### src/rtl/gf_seq_mult.sv
// rtl/gf_seq_mult.sv - sequential GF(2^W) multiplier, K Horner steps per cycle
module gf_seq_mult #(
  parameter int unsigned    W    = 8,
  parameter logic [W-1:0]   POLY = 'h1B,
  parameter int unsigned    K    = 1
) (
  input  logic         clk,
  input  logic         reset_n,
  input  logic         start,
  input  logic [W-1:0] a,
  input  logic [W-1:0] b,
  output logic         busy,
  output logic         done,
  output logic [W-1:0] y
);

  localparam int unsigned N  = W / K;
  localparam int unsigned CW = $clog2(N + 1);

  generate
    if (W < 2 || K < 1 || K > W || (W % K) != 0) begin : g_param_check
      $error("gf_seq_mult: W must be >= 2 and K must divide W");
    end
  endgenerate

  typedef enum logic {IDLE, RUN} state_t;

  state_t         state;
  logic [W-1:0]   a_r;
  logic [W-1:0]   b_r;
  logic [W-1:0]   acc;
  logic [CW-1:0]  cnt;
  logic [W-1:0]   acc_nxt;
  logic [W-1:0]   b_nxt;

  function automatic logic [W-1:0] xt(input logic [W-1:0] v);
    return {v[W-2:0], 1'b0} ^ (v[W-1] ? POLY : '0);
  endfunction

  // K chained Horner steps, MSB of the multiplier first
  always_comb begin
    acc_nxt = acc;
    b_nxt   = b_r;
    for (int i = 0; i < int'(K); i++) begin
      acc_nxt = xt(acc_nxt) ^ (b_nxt[W-1] ? a_r : '0);
      b_nxt   = b_nxt << 1;
    end
  end

  always_ff @(posedge clk or negedge reset_n) begin
    if (!reset_n) begin
      state <= IDLE;
      a_r   <= '0;
      b_r   <= '0;
      acc   <= '0;
      cnt   <= '0;
      busy  <= 1'b0;
      done  <= 1'b0;
      y     <= '0;
    end else begin
      done <= 1'b0;
      case (state)
        IDLE: begin
          if (start) begin
            a_r   <= a;
            b_r   <= b;
            acc   <= '0;
            cnt   <= CW'(N);
            busy  <= 1'b1;
            state <= RUN;
          end
        end
        RUN: begin
          acc <= acc_nxt;
          b_r <= b_nxt;
          cnt <= cnt - CW'(1);
          if (cnt == CW'(1)) begin
            y     <= acc_nxt;
            done  <= 1'b1;
            busy  <= 1'b0;
            state <= IDLE;
          end
        end
        default: state <= IDLE;
      endcase
    end
  end

endmodule

### config.mk
export PLATFORM = sky130hd
export DESIGN_NAME = gf_seq_mult
export DESIGN_NICKNAME = d
export VERILOG_FILES = /design/src/rtl/gf_seq_mult.sv
export SDC_FILE = /design/constraint.sdc
export NUM_CORES = 1
export LEC_CHECK = 0
export CAP_MARGIN = 25
export CORE_UTILIZATION = 52
export DETAILED_ROUTE_END_ITERATION = 6
export PLACE_DENSITY_LB_ADDON = 0.15
export SYNTH_ARGS = -nofsm -noshare
export SYNTH_HDL_FRONTEND = slang
export SYNTH_SLANG_ARGS = --single-unit
### constraint.sdc
create_clock -name clk -period 1.59 [get_ports clk]
set_input_delay 0.2385 -clock clk [delete_from_list [all_inputs] [get_ports clk]]
set_output_delay 0.2385 -clock clk [all_outputs]
set_load 0.01 [all_outputs]
==> flow_summary_export.csv, run 1 <==
group,metric,value,unit
cells_and_area,syn2layout_area_growth,22.58,%
drt,wl,2.972,mm
drt,drtAntennaViolNets,0,
die,die_h,59.75,um
drt,drc,0,
die,die_w,59.75,um
die,start_util,55.89,%
timing,fmax,662.4,MHz
setup_path,crit_fanout,2,
timing,setup-tns-final,0,ns
global_route,overflow,0,
timing,hold_viol,0,
pwr,p_sw,1.386,mW
global_route,grt_pass1_wl,5.030,mm
global_route,grt_util_all_layers,20.03,%
clock_tree,clk_latency,0.35,ns
clock_tree,cts_inserted_buffers,5,
pwr,switching_share,34.07,%
run,maxCapViolCount,0,
setup_path,slowest_delay,0.55,ns
pwr,worst_ir_drop_vdd,839.6,uV
global_route,antenna_found_initial,0,
drt,vias_per_cell,4.974,
clock_tree,clock_sinks,39,
timing,rsz0062_at_grt,"false",
pwr,power.share.clock,17.2,%
logic_synthesis,syn_avg_cell_area,11.26,um^2
timing,slew_viol_final,0,
timing,setup_viol,0,
clock_tree,cts-hold-fix-buffers,1,
die,coreArea,0.003103,mm^2
global_route,grt_max_degree,40,
setup_path,cp_cell_sequence,"clkdlybuf4s50_1",
logic_synthesis,syn_nets,175,
min_path,hold_path_class,"in2async",
pwr,comb_power_share,38.7,%
drt,firstDrtPassIters,4,
setup_path,critPathBufInv,1,
timing,tightest_slew,0.3568,ns
logic_synthesis,synthTopCellsByArea,"dfrtp_1 (56%), nand2_1 (7.4%), mux2_4 (6.9%)",
clock_tree,ctsResizeCount,0,
clock_tree,clk_pin_slew,0.12,ns
clock_tree,cts_max_level,2,
timing,min_period_over_period,94.95,%
placed_design,dp_hpwl,2.179,mm
pwr,seq_power_share,44.1,%
clock_tree,postCtsSetupRepairBufs,0,
cells_and_area,n_antenna_cell,0,
drt,first_iter_violations,48,
status,outcome,"completed",
timing,maxSlewHeadroom,76.16,%
timing,finClkSkew,0.007251,ns
setup_path,arrival,1.27,ns
cells_and_area,final_util,68.51,%
drt,wl_per_cell,12.98,um
logic_synthesis,ys_ff_latch,39,
pwr,power_density,1913,mW/mm^2
logic_synthesis,synth-seq-area-share,56.28,%
clock_tree,root_buffer,"clkbuf_4",
placed_design,place_congestion,0.7104,
clock_tree,cts_tree,"done",
setup_path,critPathKind,"reg2out",
setup_path,critPathSlowestCell,"clkdlybuf4s50_1",
clock_tree,cts.path.max_buffers,2,
global_route,grt_pass1_vias,1140,
setup_path,cp.required,1.35,ns
logic_synthesis,synth_top_area_cell,"dfrtp_1",
die,io_pins,29,
setup_path,worstSetupStartpointType,"flop",
logic_synthesis,synth_top_area_share,56.28,%
setup_path,end_kind,"primary output",
die,rows,20,
drt,routed-via-count,1139,
pwr,p_int,2.681,mW
cells_and_area,nets,205,
cells_and_area,layout-drive-gt1-share,12.43,%
logic_synthesis,synth_area,0.001734,mm^2
logic_synthesis,postSynthCellCount,154,
timing,fin_crit,1.510,ns
die,die_area,0.003570,mm^2
setup_path,crit_family,"buffers and inverters",
logic_synthesis,yosysUniqueCellTypes,20,
placed_design,port_buffers,28,
pwr,p_leak,0.9359,nW
logic_synthesis,ys_warn_count,0,
-- path summary, 6_finish.rpt --
check | startpoint | endpoint | slack (ns) | cells past startpoint
min in group clk | y[4]$_DFFE_PN0P_ | y[4]$_DFFE_PN0P_ | 0.49 | 2
max reg2reg | state$_DFF_PN0_ | a_r[7]$_DFFE_PN0P_ | 0.28 | 2
max in group asynchronous | reset_n | a_r[3]$_DFFE_PN0P_ | 1.03 | 3
max | busy$_DFFE_PN0P_ | busy | 0.08 | 1
min | reset_n | cnt[1]$_DFFE_PN0P_ | 0.37 | 3
min reg2reg | y[4]$_DFFE_PN0P_ | y[4]$_DFFE_PN0P_ | 0.49 | 2
-- worst register-to-register path, cell delays in order, from the launching register on --
cell and delay [ns]:
dfrtp_1 0.50, nor2b_4 0.36, mux2_4 0.34
-- logic make-up after synthesis --
family	after synthesis	synth area share [%]
AOI/OAI and AO/OA	27	8.369
xor gates and xnor gates	13	6.566
adders and majority gates	2	1.443
buffers and inverters	14	5.339
DFF	39	56.28
muxes	16	11.54
and+or+nand+nor	43	10.46
-- through the flow --
step	hold WS [ns]	std cells	area, um^2	power [mW]	setup WS [ns]
final	0.3675	229	2126	4.067	0.08028
after global routing	0.4074	229	2126	4.366	0.02549
after CTS	0.3677	229	2126	4.101	0.06027
after detailed placement	0.2217	220	2029	3.393	0.04778
after global placement	0.2176	220	2029	3.292	0.06626
after floorplan	-0.05709	154	1734	2.920	0.4282
-- cell usage after synthesis --
cell type	instances
nor2b_4	1
dfrtp_1	39
mux2_4	8
buf_4	1
nand4bb_1	1
mux2i_1	8
buf_6	4
o21ai_1	4
buf_2	5
xnor2_1	8
xor2_1	5
inv_1	3
nand2_1	34
a21oi_1	1
nor3_1	2
nor2_1	5
o21ai_0	14
o22ai_1	8
ha_1	2
inv_2	1
-- cell type report --
| type | count | area, um^2 |
|---|---|---|
| Clock buffer | 6 | 51.30 |
| Timing Repair Buffer | 33 | 327.8 |
| Multi-Input combinational cell | 101 | 665.6 |
| Fill cell | 267 | 977.2 |
| Inverter | 4 | 15.01 |
| Clock inverter | 2 | 35.03 |
| Tap cell | 44 | 55.05 |
| Sequential cell | 39 | 975.9 |
-- registers in the layout, summed over array words and instances (netlist names) --
name,cells
cnt,4
b_r,8
busy,1
y,8
done,1
a_r,8
acc,8
state,1
-- layout by cell type (no fill, tap or decap), drive strengths merged, types with 4 or more instances in the layout --
cell           count
nand2             34
o21ai             18
inv                4
mux2i              8
dfrtp             39
nor2               5
xnor2              8
o22ai              8
xor2               5
buf                5
mux2               8
clkdlybuf4s50     27
clkbuf             6
-- per-layer routing --
layer | GRT usage [%] | part of all wire (%)
met4 | 12.29 | 2.6
met5 | 0 | 0
met1 | 24.08 | 44
met2 | 32.54 | 49
met3 | 4.545 | 4.0
-- power by group through the flow --
stage | combinational [mW] | clock (mW) | sequential (mW)
after floorplan | 1.18 | 0 | 1.74
after global placement | 1.50 | 0 | 1.79
after detailed placement | 1.58 | 0 | 1.82
after CTS | 1.59 | 0.712 | 1.80
after global routing | 1.77 | 0.739 | 1.86
final | 1.57 | 0.700 | 1.79
No activity file was read; power rests on OpenSTA's default activity.
==> run 2: changes to the inputs <==
- ABC_AREA: default -> 1
- CORE_UTILIZATION: 52 -> 53
==> flow_summary_export.csv, run 2 <==
group,metric,value,unit
logic_synthesis,synthFlopType,"dfrtp_1",
clock_tree,cts.path.max_buffers,2,
placed_design,port_buffers,28,
logic_synthesis,synth_area,0.001862,mm^2
logic_synthesis,async_reset_ff_share,100.0,%
logic_synthesis,synthTopCellsByArea,"dfrtp_1 (52%), nand2_1 (20%), nand2_4 (6.7%)",
placed_design,dp_hpwl,2.235,mm
logic_synthesis,synth-edff-count,0,
pwr,p_leak,1.203,nW
clock_tree,cts_tree,"done",
drt,vias_per_cell,4.690,
drt,first_iter_violations,56,
global_route,antenna_found_initial,0,
setup_path,slowest_delay,0.54,ns
die,coreArea,0.003363,mm^2
setup_path,end_kind,"primary output",
global_route,grt_max_degree,40,
status,outcome,"completed",
setup_path,crit_fanout,2,
clock_tree,cts_max_level,2,
cells_and_area,final_cell_mix,"nand2_1 (100), dfrtp_1 (39), clkdlybuf4s50_1 (27)",
pwr,power_density,1727,mW/mm^2
min_path,whs_path_depth,3,
setup_path,cp_cell_sequence,"clkdlybuf4s50_1",
die,rows,21,
timing,slew_viol_final,0,
clock_tree,cts_inserted_buffers,5,
logic_synthesis,ys_warn_count,0,
global_route,grt_pass1_wl,5.513,mm
logic_synthesis,yosys-top-cells-count,"nand2_1 (100), dfrtp_1 (39), nand3_1 (16)",
placed_design,pre_cts_ws,0.1158,ns
timing,finClkSkew,0.008937,ns
global_route,overflow,0,
timing,setup_viol,0,
pwr,worst_ir_drop_vdd,675.9,uV
cells_and_area,nets,268,
global_route,grt_pass1_vias,1258,
setup_path,critPathKind,"reg2out",
drt,wl_per_cell,10.69,um
logic_synthesis,yosysUniqueCellTypes,23,
die,start_util,55.36,%
cells_and_area,final_common_cell,"nand2_1",
timing,setup-tns-final,0,ns
pwr,power,3.855,mW
cells_and_area,layout-drive-gt1-share,12.50,%
setup_path,crit_family,"buffers and inverters",
die,die_h,61.27,um
cells_and_area,n_antenna_cell,0,
drt,drc,0,
logic_synthesis,synth-seq-area-share,52.42,%
logic_synthesis,postSynthCellCount,212,
setup_path,arrival,1.27,ns
cells_and_area,syn2layout_area_growth,19.89,%
clock_tree,clock_sinks,39,
timing,whs,0.4198,ns
setup_path,cp.required,1.35,ns
logic_synthesis,syn_avg_cell_area,8.782,um^2
global_route,grt_util_all_layers,20.32,%
timing,fin_crit,1.506,ns
clock_tree,clk_pin_slew,0.11,ns
timing,rsz0062_at_grt,"false",
die,die_w,61.27,um
setup_path,rr_worst_depth,7,
min_path,hold_path_class,"in2reg",
drt,firstDrtPassIters,4,
run,maxCapViolCount,0,
clock_tree,clk_latency,0.34,ns
placed_design,place_congestion,0.7290,
timing,maxSlewHeadroom,68.17,%
logic_synthesis,synth_most_common_cell,"nand2_1",
clock_tree,root_buffer,"clkbuf_4",
clock_tree,ctsResizeCount,0,
timing,fmax,664.0,MHz
setup_path,critPathBufInv,1,
logic_synthesis,syn_nets,233,
setup_path,worstSetupStartpointType,"flop",
drt,wl,3.142,mm
logic_synthesis,synth_top_area_cell,"dfrtp_1",
setup_path,critical_path_depth,1,
timing,setup_ws,0.08389,ns
timing,min_period_over_period,94.72,%
logic_synthesis,synth_top_area_share,52.42,%
cells_and_area,final_util,66.37,%
die,io_pins,29,
drt,routed-via-count,1379,
logic_synthesis,ys_ff_latch,39,
setup_path,critPathSlowestCell,"clkdlybuf4s50_1",
timing,tightest_slew,0.4774,ns
die,die_area,0.003754,mm^2
drt,drtAntennaViolNets,0,
timing,hold_viol,0,
-- run 2: cell types whose count changed in the layout (fill, tap and decap cells not counted), sizes merged, moves of 4 or more --
cell	previous run	this run
o22ai	8	1
xor2	5	1
nand2	34	112
xnor2	8	4
mux2	8	0
o21ai	18	5
nand3	0	18
inv	4	17
mux2i	8	0
-- run 2: stage by stage --
stage          area [um^2]  std cells
2_1_floorplan         1862        212
3_3_place_gp          2172        285
3_5_place_dp          2172        285
4_1_cts               2232        294
5_1_grt               2232        294
6_report              2232        294
-- run 2: final cells by class --
class | count | area (um^2)
Sequential cell | 39 | 975.9
Inverter | 17 | 73.82
Multi-Input combinational cell | 150 | 752.0
Clock inverter | 1 | 5.005
Timing Repair Buffer | 34 | 322.8
Fill cell | 322 | 1131
Clock buffer | 7 | 45.04
Tap cell | 46 | 57.56
-- run 2: final timing paths --
| kind | from | to | slack (ns) |
|---|---|---|---|
| max | busy$_DFFE_PN0P_ | busy | 0.08 |
| min | b[0] | b_r[0]$_DFFE_PN0P_ | 0.42 |
| max reg2reg | cnt[1]$_DFFE_PN0P_ | y[3]$_DFFE_PN0P_ | 0.31 |
| min reg2reg | y[6]$_DFFE_PN0P_ | y[6]$_DFFE_PN0P_ | 0.49 |
| max in group asynchronous | reset_n | a_r[6]$_DFFE_PN0P_ | 0.79 |
| min in group asynchronous | reset_n | cnt[1]$_DFFE_PN0P_ | 0.47 |
-- run 2: power breakdown --
| part | total, mW | switching (mW) | internal, mW |
|---|---|---|---|
| Clock | 0.492 | 0.319 | 0.173 |
| Sequential | 1.73 | 0.304 | 1.43 |
| Combinational | 1.63 | 0.904 | 0.725 |
| Total | 3.86 | 1.53 | 2.33 |
-- run 2: layer usage --
| metal | track usage (%) | wire length (um) |
|---|---|---|
| met1 | 28.73 | 1609 |
| met2 | 29.81 | 1328 |
| met3 | 4.412 | 156 |
| met4 | 9.740 | 48 |
| met5 | 0 | 0 |
-- run 2: cell families after synthesis --
group,share of synthesized area (%)
and+or+nand+nor,34.61
DFF,52.42
buffers and inverters,7.191
AOI/OAI and AO/OA,2.083
xor gates and xnor gates,2.352
adders and majority gates,1.344
-- run 2: timing repair --
item | in CTS | in global routing
hold buffers | 1 | 0
hold endpoints to repair | 39 | 0
setup buffers | 0 | 0
endpoints found under the setup margin | 0 | 0
